==> config.mk <==
export PLATFORM = sky130hd
export DESIGN_NAME = rf_read_arbiter
export DESIGN_NICKNAME = d
export VERILOG_FILES = /design/src/rtl/rf_read_arbiter.sv
export SDC_FILE = /design/constraint.sdc
export NUM_CORES = 1
export LEC_CHECK = 0
export ABC_AREA = 1
export BUFFER_PORTS_ARGS = -buffer_cell sky130_fd_sc_hd__buf_2
export CORE_MARGIN = 2
export CORE_UTILIZATION = 44
export CTS_CLUSTER_SIZE = 20
export DETAILED_ROUTE_END_ITERATION = 12
export PLACE_DENSITY = 0.77
export SYNTH_ARGS = -nofsm -noshare
export SYNTH_HDL_FRONTEND = slang
export SYNTH_SLANG_ARGS = --single-unit
==> constraint.sdc <==
create_clock -name clk -period 4.4 [get_ports clk]
set_clock_uncertainty 0.1 [all_clocks]
set_input_delay 0.22 -clock clk [delete_from_list [all_inputs] [get_ports clk]]
set_output_delay 0.22 -clock clk [all_outputs]
set_load 0.01 [all_outputs]
==> src/rtl/rf_read_arbiter.sv <==
// rf_read_arbiter: round-robin arbiter for the register-file debug read port.
// Grants at most one requester per cycle and registers its read address.
// Returns the read data tagged with the requester index two cycles after
// the grant.
// Optional feature macro: RF_ARB_WB_BYPASS_EN. When it is defined, a
// same-cycle writeback to the address being read is forwarded into the
// response.
module rf_read_arbiter #(
  parameter int NUM_REQ = 4,
  parameter int ADDR_W  = 2,
  parameter int DATA_W  = 8,
  parameter int ID_W    = $clog2(NUM_REQ)
) (
  input  logic                      clk,
  input  logic                      rst,
  input  logic [NUM_REQ-1:0]        req,
  input  logic [NUM_REQ*ADDR_W-1:0] req_addr,
  output logic [NUM_REQ-1:0]        grant,
  output logic [ADDR_W-1:0]         rf_raddr,
  input  logic [DATA_W-1:0]         rf_rdata,
  input  logic                      wb_en,
  input  logic [ADDR_W-1:0]         wb_addr,
  input  logic [DATA_W-1:0]         wb_data,
  output logic                      rsp_valid,
  output logic [ID_W-1:0]           rsp_id,
  output logic [DATA_W-1:0]         rsp_data
);

  localparam logic [ID_W-1:0] LAST_ID = ID_W'(NUM_REQ - 1);

  // Round-robin pointer and pipeline state.
  logic [ID_W-1:0]   r_ptr;
  logic [ADDR_W-1:0] r_raddr;
  logic              r_b_valid;
  logic [ID_W-1:0]   r_b_id;
  logic              r_rsp_valid;
  logic [ID_W-1:0]   r_rsp_id;
  logic [DATA_W-1:0] r_rsp_data;

  logic [ADDR_W-1:0] w_addr_arr [NUM_REQ];
  logic [NUM_REQ-1:0] w_grant;
  logic               w_any;
  logic [ID_W-1:0]    w_win;
  logic [ID_W-1:0]    w_next_ptr;
  logic [DATA_W-1:0]  w_cap_data;

  // Split the packed request addresses into one slice per requester.
  generate
    for (genvar gi = 0; gi < NUM_REQ; gi++) begin : g_addr
      assign w_addr_arr[gi] = req_addr[gi*ADDR_W +: ADDR_W];
    end
  endgenerate

  // Search req upward from the pointer with wrap at NUM_REQ; first hit wins.
  always_comb begin : p_arb
    int v_idx;
    w_grant = '0;
    w_any   = 1'b0;
    w_win   = '0;
    v_idx   = 0;
    if (!rst) begin
      for (int k = 0; k < NUM_REQ; k++) begin
        v_idx = int'(r_ptr) + k;
        if (v_idx >= NUM_REQ) begin
          v_idx = v_idx - NUM_REQ;
        end
        if (!w_any && req[v_idx]) begin
          w_any          = 1'b1;
          w_win          = ID_W'(v_idx);
          w_grant[v_idx] = 1'b1;
        end
      end
    end
  end

  assign w_next_ptr = (w_win == LAST_ID) ? '0 : w_win + 1'b1;

`ifdef RF_ARB_WB_BYPASS_EN
  // Forward a write landing on the register being read this cycle.
  assign w_cap_data = (wb_en && (wb_addr == r_raddr)) ? wb_data : rf_rdata;
`else
  // Without forwarding the response carries the pre-write value.
  logic w_unused_wb;
  assign w_unused_wb = ^{wb_en, wb_addr, wb_data};
  assign w_cap_data  = rf_rdata;
`endif

  // Stage A: advance the pointer and launch the winner's read.
  always_ff @(posedge clk) begin
    if (rst) begin
      r_ptr     <= '0;
      r_raddr   <= '0;
      r_b_valid <= 1'b0;
      r_b_id    <= '0;
    end else begin
      r_b_valid <= w_any;
      if (w_any) begin
        r_ptr   <= w_next_ptr;
        r_raddr <= w_addr_arr[w_win];
        r_b_id  <= w_win;
      end
    end
  end

  // Stage B: capture the returned data and present the tagged response.
  always_ff @(posedge clk) begin
    if (rst) begin
      r_rsp_valid <= 1'b0;
      r_rsp_id    <= '0;
      r_rsp_data  <= '0;
    end else begin
      r_rsp_valid <= r_b_valid;
      if (r_b_valid) begin
        r_rsp_id   <= r_b_id;
        r_rsp_data <= w_cap_data;
      end
    end
  end

  assign grant     = w_grant;
  assign rf_raddr  = r_raddr;
  assign rsp_valid = r_rsp_valid;
  assign rsp_id    = r_rsp_id;
  assign rsp_data  = r_rsp_data;

endmodule

## Yosys cells after proc, flatten, opt, wreduce, memory -nomap -nowiden

Index checks and enable logic that the tools add are counted.

| storage, ports and cells | value |
|---|---|
| register bits after elaboration | 18 |
| input port bits | 33 |
| output and inout port bits | 17 |
| logic and storage cells | 96 |

| operators by class | value |
|---|---|
| add/subtract/negate cells | 8 |
| $lt $le $gt $ge | 13 |
| equal/unequal tests | 1 |
| mux-type cells | 53 |
| bitwise operators | 4 |
| reduce and logical (&&, ||, !) cells | 10 |

Operators with widths:

| cell | number |
|---|---|
| $mux W32 | 8 |
| $ge A32 B1 Y1 const B | 4 |
| $lt A32 B4 Y1 const B | 4 |
| $mux W4 | 8 |
| $mux W1 | 20 |
| $mux W2 | 8 |
| $ge A3 B3 Y1 const B | 4 |
| $or A4 B4 Y4 | 3 |
| $sub A3 B3 Y4 const B | 3 |
| $bmux W1 S2 | 4 |
| $demux W1 S2 | 4 |
| $logic_and A1 B1 Y1 | 7 |
| $add A2 B2 Y3 const B | 2 |
| $bmux W2 S2 | 1 |
| $sub A2 B3 Y4 const B | 1 |
| $add A2 B1 Y3 const B | 1 |
| $ge A2 B3 Y1 const B | 1 |
| $logic_not A1 Y1 | 3 |
| $not A2 Y3 | 1 |
| $add A2 B1 Y2 const B | 1 |
| $eq A2 B2 Y1 const B | 1 |

## Logic depth before layout (Yosys ltp)

Gate-level depths: netlist of the first run.

| depth | value |
|---|---|
| word-level depth | 24 |
| mapped depth | 15 |
| depth with buffers taken out | 14 |

## Worst setup path before layout of the first run

OpenSTA, ideal clock, no wires.

| timing path | value |
|---|---|
| path kind | register to output |
| from | register r_ptr[0] |
| to | output port grant[2] |
| arrival time | 1687 ps |
| required time | 4080 ps |
| slack | 2393 ps |
| cell stages (with the launch flop) | 12 |
| buffers on the path | 1 |
| cell sequence | dfxtp_1 -> buf_6 -> inv_8 -> ha_1 -> inv_1 -> nand3_1 -> nand2_2 -> nor2_1 -> a22oi_1 -> o21ai_0 -> o21ai_0 -> inv_1 |

| on the way | value |
|---|---|
| cells in the longest elaborated chain, start to end | 20 |
| elaborated cells on any way between the ends | 74 |
| classes of those cells | 7 x add/sub; 12 x order compare; 42 x mux; 3 x bitwise; 10 x reduce/logical |

RTL lines:

| what | line | text |
|---|---|---|
| start, declared | 32 | `logic [ID_W-1:0] r_ptr;` |
| start signal, assigned | 98 | `r_ptr <= w_next_ptr;` |
| parallel branches: the longest is 18 deep, another holds $ge A32 B1 Y1 | - |  |
| $mux W4 * | 67 | `if (!w_any && req[v_idx]) begin` |
| $mux W4 * | 61 | `if (!rst) begin` |
| end, declared | 18 | `output logic [NUM_REQ-1:0] grant,` |

Every way passes the cells marked *. The select of a mux whose other input is x is not followed.

## Worst setup path after layout of the first run

| timing path | value |
|---|---|
| from | register r_ptr[0] |
| to | output port grant[3] |

Same word-level chain as after synthesis.

==> summary.txt, run 1 <==
clk slew on worst S/H paths: 100 ps
Post-synth top cells: 36 x nand2_1, 28 x nor2_1, 27 x inv_1
vias in the first global route: 1027
first-pass GRT wire length: 4240 um
Vias: 1252
CTS Hold Bufs: 0
hold path start: rf_rdata[5]
Static Leakage: 0.857 nW
crit-path cells: inv_8 > ha_1 > inv_1 > nand3_1 > nand2_2 > nor2_1 > a22oi_1 > o21ai_0 > o21ai_0 > inv_1 > buf_2
Mapped Cells: 191
met2 Use GR: 25.6%
CP arrival: 2490 ps
Required @ worst endpoint: 4080 ps
Overall Global Routing Usage: 15.8%
Num CTS Buffers: 3
post-layout power: 0.993 mW
number of antenna violations at the first check in global routing: 0
min Tclk post-route: 2810 ps
Final Cycle Share: 63.9%
Critical Path Fanout Max: 12
Worst path slowest cell: dfxtp_1
Ys Warns: 0
PostCTS Resize Cnt: 0
Port Buf Inserts: 38
FF+latch count, synth: 18
Syn Area/Cell: 6.63 um^2
clock root buffer: clkbuf_4
Final #Nets: 267
Post-synth top flop: dfxtp_1
IO Pins: 50
reg2reg start: r_ptr[0]
peak supply drop: 371 uV
syn_nets: 228
crit-path leading delay family: flip-flops
Crit path largest cell delay: 670 ps
maxcap violations: 0
HPWL Detailed: 1930 um
RSZ-0062 raised after global routing: false
run status: finished clean
GR Util met3: 3.35%
Crit Path Class: reg -> out
area of the mapped netlist: 1270 um^2
Worst Setup SP: r_ptr[0]
Worst-Margin Slew: 540 ps
Layout fillers: 282
Yosys top cell area share: 28.5%
DR iter-0 viols: 55
CTS H-tree depth: 1
unique cell type count in the Yosys netlist: 27
Worst Path Buf+Inv: 4
fmax: 355 MHz
Seq/Total Area, Yosys: 28.5%
Initial Util: 46.3%
Residual DRC: 0
Hold Violations, Final: 0
die area: 3320 um^2
Fin Setup TNS: 0 ps
# setup viols final: 0
RePlAce Congestion: 0.771
DR vias/cell: 4.82
global routing's busiest layer: met2
diode count: 0
Async SR Flop Fraction: 0%
layout cells sized above 1: 31.4%
Synth area leaders: dfxtp_1 28%, nand2_1 11%, nor2_1 8.3%
core region area: 2730 um^2
largest net degree at the start of global routing: 20
Die X: 57.6 um
row count: 19
area leader, netlist: dfxtp_1
DRT Pass-1 Iters: 4
Max transition margin: 63.9%
die height: 57.6 um
TritonCTS clock tree: built
post-route ant nets: 0
Max Root-Sink Buffers: 2
area grow syn2layout: 19.2%
Post-synth EDFFs: 0
Clock Latency Late Sink: 290 ps
grt total ovfl: 0
min-delay worst type: in -> reg
postcts setup bufs: 0
count leader, synth: nand2_1
CP Launch Type: flip-flop
Slew Limit Fails: 0
# clock sinks: 18
CP endpoint kind: output port
routing usage on met1: 21.6%
Routed WL: 2500 um
mean routed wirelength per cell: 9.60 um
cell area power density: 658 nW/um^2
cell type report:
cell class	instances	area, um^2	share of cell area [%]
clock buffers	4	36.3	2.40
repair buffers	38	190	12.6
flip-flops and latches	18	360	23.9
multi-input cells	137	749	49.7
inverters	32	134	8.87
well taps	31	38.8	2.57
metrics by stage:
stage               worst slack, ps  instances  instance area (um^2)  hold WS [ps]  utilization, %
floorplan                      2390        191                  1270           189               -
global placement               1940        256                  1470           343            53.9
detailed placement             1910        256                  1470           346            53.9
CTS                            1590        260                  1510          37.1            55.2
global route                   1300        260                  1510          39.8            55.2
finish                         1590        260                  1510          43.6            55.2
worst reg2reg max path, cell delays in order (launching register included):
cell,delay (ps)
dfxtp_1,670
inv_8,110
ha_1,380
inv_1,130
nand3_1,100
nand2_2,120
nand4_2,170
nand2_4,150
inv_4,70
nand2_4,70
nand2_1,50
nand3_1,60
nand3_1,60
nand2_1,60
inv_1,30
path summary, 6_finish.rpt:
path | slack (ps) | depth (start not counted) | end
worst max register to register | 2000 | 14 | rf_raddr[0]
worst max-delay path | 1590 | 11 | grant[3]
worst min register to register | 370 | 2 | r_b_id[0]
worst min-delay path | 40 | 3 | rsp_data[5]
cells in the final DEF, fill, tap and decap left out, drive strengths merged, types with 4 or more instances in the layout:
cell type,Yosys,layout
nand2,51,51
buf,1,38
nor2,31,31
inv,31,31
o21ai,20,20
dfxtp,18,18
nand3,17,17
a21oi,7,7
ha,4,4
clkbuf,3,4
cell families (layout without fill, tap and decap cells):
logic type / after synthesis / after routing / share of synthesized area, %
flip-flops: 18 / 18 / 28.5
AND/OR/NAND/NOR: 101 / 101 / 41.2
adder cells (fa/ha/maj): 4 / 4 / 3.95
buffers and inverters: 36 / 74 / 12.4
AO/OA/AOI/OAI: 32 / 32 / 14.0
routing by layer:
layer  wire length, um  vias up  part of all wire [%]
li1                  -      677                     -
met2              1100       40                    44
met3               162        2                   6.5
met4                20        0                  0.80
met5                 0        -                     0
met1              1210      533                    49
registers in the layout, indices dropped and copies added (netlist names):
signal and count:
rsp_data 8, r_b_valid 1, rf_raddr 2, rsp_id 2
rsp_valid 1, r_b_id 2, r_ptr 2
where the power goes:
part           internal [mW]  switching (mW)
clock                 0.0504          0.0482
sequential             0.207          0.0436
combinational          0.229           0.415
Power figures use the tool's default switching activity.
==> inputs of run 2 (changes only) <==
--- a/config.mk
+++ b/config.mk
@@ -8,10 +8,10 @@
 export ABC_AREA = 1
 export BUFFER_PORTS_ARGS = -buffer_cell sky130_fd_sc_hd__buf_2
 export CORE_MARGIN = 2
-export CORE_UTILIZATION = 44
+export CORE_UTILIZATION = 43
 export CTS_CLUSTER_SIZE = 20
 export DETAILED_ROUTE_END_ITERATION = 12
-export PLACE_DENSITY = 0.77
+export PLACE_DENSITY = 0.79
 export SYNTH_ARGS = -nofsm -noshare
 export SYNTH_HDL_FRONTEND = slang
 export SYNTH_SLANG_ARGS = --single-unit
==> constraint.sdc (replaced) <==
create_clock -name clk -period 2.3 [get_ports clk]
set_clock_uncertainty 0.1 [all_clocks]
set_input_delay 0.115 -clock clk [delete_from_list [all_inputs] [get_ports clk]]
set_output_delay 0.115 -clock clk [all_outputs]
set_load 0.01 [all_outputs]
==> run 2 against run 1 <==
Net effect:
- die area up 2.2%
- combinational power up 110%
- cell count up 4.6%
- clock-buffer cell count unchanged
- clock power up 96%
- via count up 2.6%
- worst hold slack better by 29 ps
- largest power group unchanged
- sequential cell count unchanged
- register-to-register slack worse by 1600 ps
- critical path type unchanged
- non-clock buffer count up 12
- cell area up 9.0%
- global-route usage up 2.5 points
==> summary.txt, run 2 (synthesis results as in run 1) <==
Worst path slowest cell: dfxtp_4
area grow syn2layout: 29.8%
multi-input logic area: 764 um^2
reg2reg start: r_ptr[0]
postcts setup bufs: 0
TritonCTS clock tree: built
number of antenna violations at the first check in global routing: 0
max reg flops: 8
Vias: 1285
min Tclk post-route: 2200 ps
RSZ-0062 raised after global routing: true
post-placement cell count: 259
clock root buffer: clkbuf_4
Num CTS Buffers: 3
R2R depth: 13
Required @ worst endpoint: 2090 ps
core region area: 2780 um^2
grt total ovfl: 0
layout cells sized above 1: 32.8%
min-delay worst type: in -> reg
first-pass GRT wire length: 4950 um
DR vias/cell: 4.72
fmax: 456 MHz
Crit Path Class: reg -> out
register area: 364 um^2
Initial Util: 45.5%
Max Root-Sink Buffers: 2
Worst-Margin Slew: 337 ps
CP Launch Type: flip-flop
commonest non-fill, non-tap cells in the layout: 38 x buf_2, 35 x nand2_1, 28 x nor2_1
CP endpoint kind: output port
Port Buf Inserts: 38
post-route ant nets: 0
Worst Path Buf+Inv: 4
crit-path cells: inv_8 > ha_4 > inv_2 > nand3_1 > nand2_2 > nor2_1 > a22oi_1 > o21ai_0 > o21ai_1 > inv_1 > buf_2
mean routed wirelength per cell: 10.4 um
die height: 58.3 um
maxcap violations: 0
peak supply drop: 783 uV
hold path depth: 5
final core utilization: 59.1%
Crit path largest cell delay: 390 ps
Routed WL: 2830 um
Overall Global Routing Usage: 18.4%
Die X: 58.3 um
DRT Pass-1 Iters: 4
reg2reg setup slack: 430 ps
Final #Nets: 279
RePlAce Congestion: 0.783
Non-Filler Instances: 272
cell area power density: 1220 nW/um^2
Hold Violations, Final: 0
Clock Latency Late Sink: 290 ps
hold path start: req_addr[5]
die area: 3390 um^2
CTS H-tree depth: 1
Static Leakage: 0.911 nW
CP arrival: 1980 ps
hold path endpoint: rf_raddr[1]
reg2reg end: rf_raddr[1]
Final Cycle Share: 95.4%
row count: 19
DR iter-0 viols: 58
Max transition margin: 77.5%
clk slew on worst S/H paths: 100 ps
Layout fillers: 279
Residual DRC: 0
Slew Limit Fails: 0
largest net degree at the start of global routing: 20
vias in the first global route: 1180
IO Pins: 50
most common cell after layout, fill and taps aside: buf_2
Fin Setup TNS: 0 ps
crit-path leading delay family: simple AND/OR/NAND/NOR gates
HPWL Detailed: 2010 um
# clock sinks: 18
Critical Path Fanout Max: 10
run status: finished clean
# setup viols final: 0
diode count: 0
-- run 2: cell count changes in the layout (fill, tap and decap cells not counted) --
| cell | delta |
|---|---|
| ha_4 | +1 |
| inv_2 | +1 |
| o21ai_0 | -2 |
| ha_1 | -1 |
| buf_4 | +2 |
| buf_6 | +1 |
| inv_1 | -1 |
| o21ai_1 | +2 |
| nand2_2 | +1 |
| dfxtp_4 | +1 |
| dfxtp_1 | -1 |
| nand2_1 | -1 |
| dlygate4sd3_1 | +9 |
-- run 2: power breakdown --
group	total [mW]	internal, mW	switching [mW]	leakage (nW)
Clock	0.193	0.0966	0.0965	0.0210
Sequential	0.453	0.400	0.0536	0.150
Combinational	1.37	0.510	0.856	0.740
Total	2.01	1.01	1.01	0.911
-- run 2: how the worst max path moves through the flow --
stage,from,end,slack (ps),cells past startpoint
after floorplan,r_ptr[0],rf_raddr[0],300,15
after global placement,r_ptr[0],rf_raddr[0],230,14
after detailed placement,r_ptr[0],grant[2],170,11
after CTS,r_ptr[0],grant[2],90,11
after global routing,r_ptr[0],grant[3],-4,11
final,r_ptr[0],grant[2],100,11
-- run 2: metrics by stage --
step	instance area (um^2)	setup WS, ps	hold WS [ps]	total power, mW
floorplan	1270	305	84.1	1.47
global placement	1500	233	236	1.74
detailed placement	1500	175	244	1.76
CTS	1640	90.1	60.8	2.00
global route	1640	-3.65	74.9	2.22
finish	1640	105	72.6	2.01
-- run 2: area by class of cell --
cell class / instances / share of cell area [%]
Timing Repair Buffer: 50 / 18.6
Multi-Input combinational cell: 137 / 46.5
Tap cell: 31 / 2.36
Inverter: 32 / 8.14
Sequential cell: 18 / 22.1
Clock buffer: 4 / 2.21
-- run 2: timing repair --
item,CTS,global route
pin swaps,0,0
hold buffers,9,0
hold endpoints to repair,12,0
gates resized for setup,4,4
endpoints found under the setup margin,4,4
-- run 2: routing by layer --
layer / share of wire [%] / track usage [%] / vias to the layer above
met5: 0 / 0 / -
met4: 0.42 / 4.32 / 0
met3: 4.4 / 4.24 / 2
met2: 48 / 31.3 / 34
met1: 47 / 23.4 / 546
li1: - / - / 703
-- run 2: worst min-delay path: cells and delay by family --
family                 cells  cell delay, ps
and+or+nand+nor            4             240
buffers and inverters      1              80
==> inputs of run 3 (changes only) <==
--- a/config.mk
+++ b/config.mk
@@ -12,6 +12,7 @@
 export CTS_CLUSTER_SIZE = 20
 export DETAILED_ROUTE_END_ITERATION = 12
 export PLACE_DENSITY = 0.79
+export RECOVER_POWER = 25
 export SYNTH_ARGS = -nofsm -noshare
 export SYNTH_HDL_FRONTEND = slang
 export SYNTH_SLANG_ARGS = --single-unit
==> constraint.sdc (replaced) <==
create_clock -name clk -period 2.3 [get_ports clk]
set_clock_uncertainty 0.1 [all_clocks]
set_input_delay 0 -clock clk [delete_from_list [all_inputs] [get_ports clk]]
set_output_delay 0 -clock clk [all_outputs]
set_load 0.01 [all_outputs]
==> run 3 against run 2 <==
Net effect:
- core utilization is 0.72 points lower
- clock-buffer cell count is 1 lower
- clock power is 24% lower
- routed wire length is 4.3% lower
- critical endpoint is now grant[1]
==> summary.txt, run 3 (synthesis results as in run 1) <==
run status: finished clean
hold path depth: 7
Fin Setup TNS: 0 ps
die area: 3390 um^2
pre-CTS setup slack: 210 ps
Crit Path Class: reg -> out
register area: 362 um^2
area grow syn2layout: 28.3%
Static Leakage: 0.879 nW
Max Root-Sink Buffers: 2
Hold Violations, Final: 0
Slew Limit Fails: 0
core region area: 2780 um^2
post-route cell area: 1620 um^2
peak supply drop: 733 uV
Final #Nets: 281
mean routed wirelength per cell: 9.94 um
Initial Util: 45.5%
Worst-Margin Slew: 322 ps
layout cells sized above 1: 28.9%
multi-input logic area: 754 um^2
Final Cycle Share: 93.3%
Required @ worst endpoint: 2200 ps
diode count: 0
met2 Use GR: 24.7%
setup ws final: 154 ps
routing usage on met1: 22.4%
commonest non-fill, non-tap cells in the layout: 36 x nand2_1, 30 x buf_2, 27 x nor2_1
min Tclk post-route: 2150 ps
global routing's busiest layer: met2
# setup viols final: 0
# clock sinks: 18
post-route ant nets: 0
crit-path cells: inv_8 > ha_2 > inv_2 > nand2_1 > nand2_2 > nor2_4 > nand2_1 > o22ai_1 > a21oi_1 > o21ai_0 > nand2_1 > inv_1 > buf_2
IO Pins: 50
Crit path largest cell delay: 390 ps
Max transition margin: 78.5%
Num CTS Buffers: 3
CTS H-tree depth: 1
DR vias/cell: 4.68
maxcap violations: 0
GR Util met3: 4.24%
R2R depth: 13
Critical Path Fanout Max: 10
DRT Pass-1 Iters: 4
CP dominant cell by count: nand2_1
row count: 19
vias in the first global route: 1011
Worst path slowest cell: dfxtp_2
fmax: 466 MHz
first-pass GRT wire length: 4310 um
clk slew on worst S/H paths: 90 ps
grt total ovfl: 0
Fin Hold WS: 14.4 ps
DR iter-0 viols: 94
CP endpoint kind: output port
min-delay worst type: in -> reg
final core utilization: 58.4%
Residual DRC: 0
clock root buffer: clkbuf_4
Layout fillers: 266
Vias: 1278
TritonCTS clock tree: built
Clock Latency Late Sink: 280 ps
RePlAce Congestion: 0.770
most common cell after layout, fill and taps aside: nand2_1
CP arrival: 2050 ps
postcts setup bufs: 0
HPWL Detailed: 1980 um
Die X: 58.3 um
Routed WL: 2710 um
cell area power density: 1190 nW/um^2
Cell Area, Placed: 1500 um^2
RSZ-0062 raised after global routing: false
max reg flops: 8
CP Launch Type: flip-flop
largest net degree at the start of global routing: 20
Overall Global Routing Usage: 16.0%
die height: 58.3 um
number of antenna violations at the first check in global routing: 0
Port Buf Inserts: 38
-- run 3: worst paths after layout --
path / end / from / slack [ps]
setup / recovery: grant[1] / r_ptr[0] / 150
hold / removal: rf_raddr[0] / req_addr[2] / 10
setup reg to reg: rf_raddr[1] / r_ptr[0] / 300
hold reg to reg: r_b_id[1] / r_b_id[1] / 370
-- run 3: what timing repair did --
| action | 4_1_cts | 5_1_grt |
|---|---|---|
| resized for setup | 1 | 3 |
| hold endpoints to repair | 14 | 0 |
| hold buffers | 11 | 0 |
| endpoints found under the setup margin | 1 | 4 |
-- run 3: critical path, delay by kind of cell, from the launching register on --
family                   cells  cell delay [ps]
AO/OA/AOI/OAI                3              250
adder cells (fa/ha/maj)      1              370
buffers and inverters        4              290
flip-flops                   1              390
AND/OR/NAND/NOR              5              450
-- run 3: layout make-up --
class | count | share of cell area (%)
well taps | 31 | 2.39
repair buffers | 52 | 19.3
multi-input cells | 137 | 46.5
clock buffers | 3 | 1.39
flip-flops and latches | 18 | 22.3
inverters | 32 | 8.24
-- run 3: power by group --
group          leakage, nW  total [mW]  switching [mW]  internal, mW
Sequential           0.150       0.450          0.0527         0.397
Clock               0.0138       0.146          0.0856        0.0608
Combinational        0.715        1.34           0.853         0.484
-- run 3: stage by stage --
step | std cells | power, mW
floorplan | 191 | 1.47
global placement | 259 | 1.74
detailed placement | 259 | 1.76
CTS | 273 | 1.93
global route | 273 | 2.12
finish | 273 | 1.93
-- run 3: per-layer routing --
layer | part of all wire [%] | up-vias | routed length [um]
met5 | 0 | - | 0
met2 | 43 | 36 | 1170
met4 | 0.70 | 0 | 19
li1 | - | 710 | -
met3 | 5.5 | 2 | 148
met1 | 51 | 530 | 1370
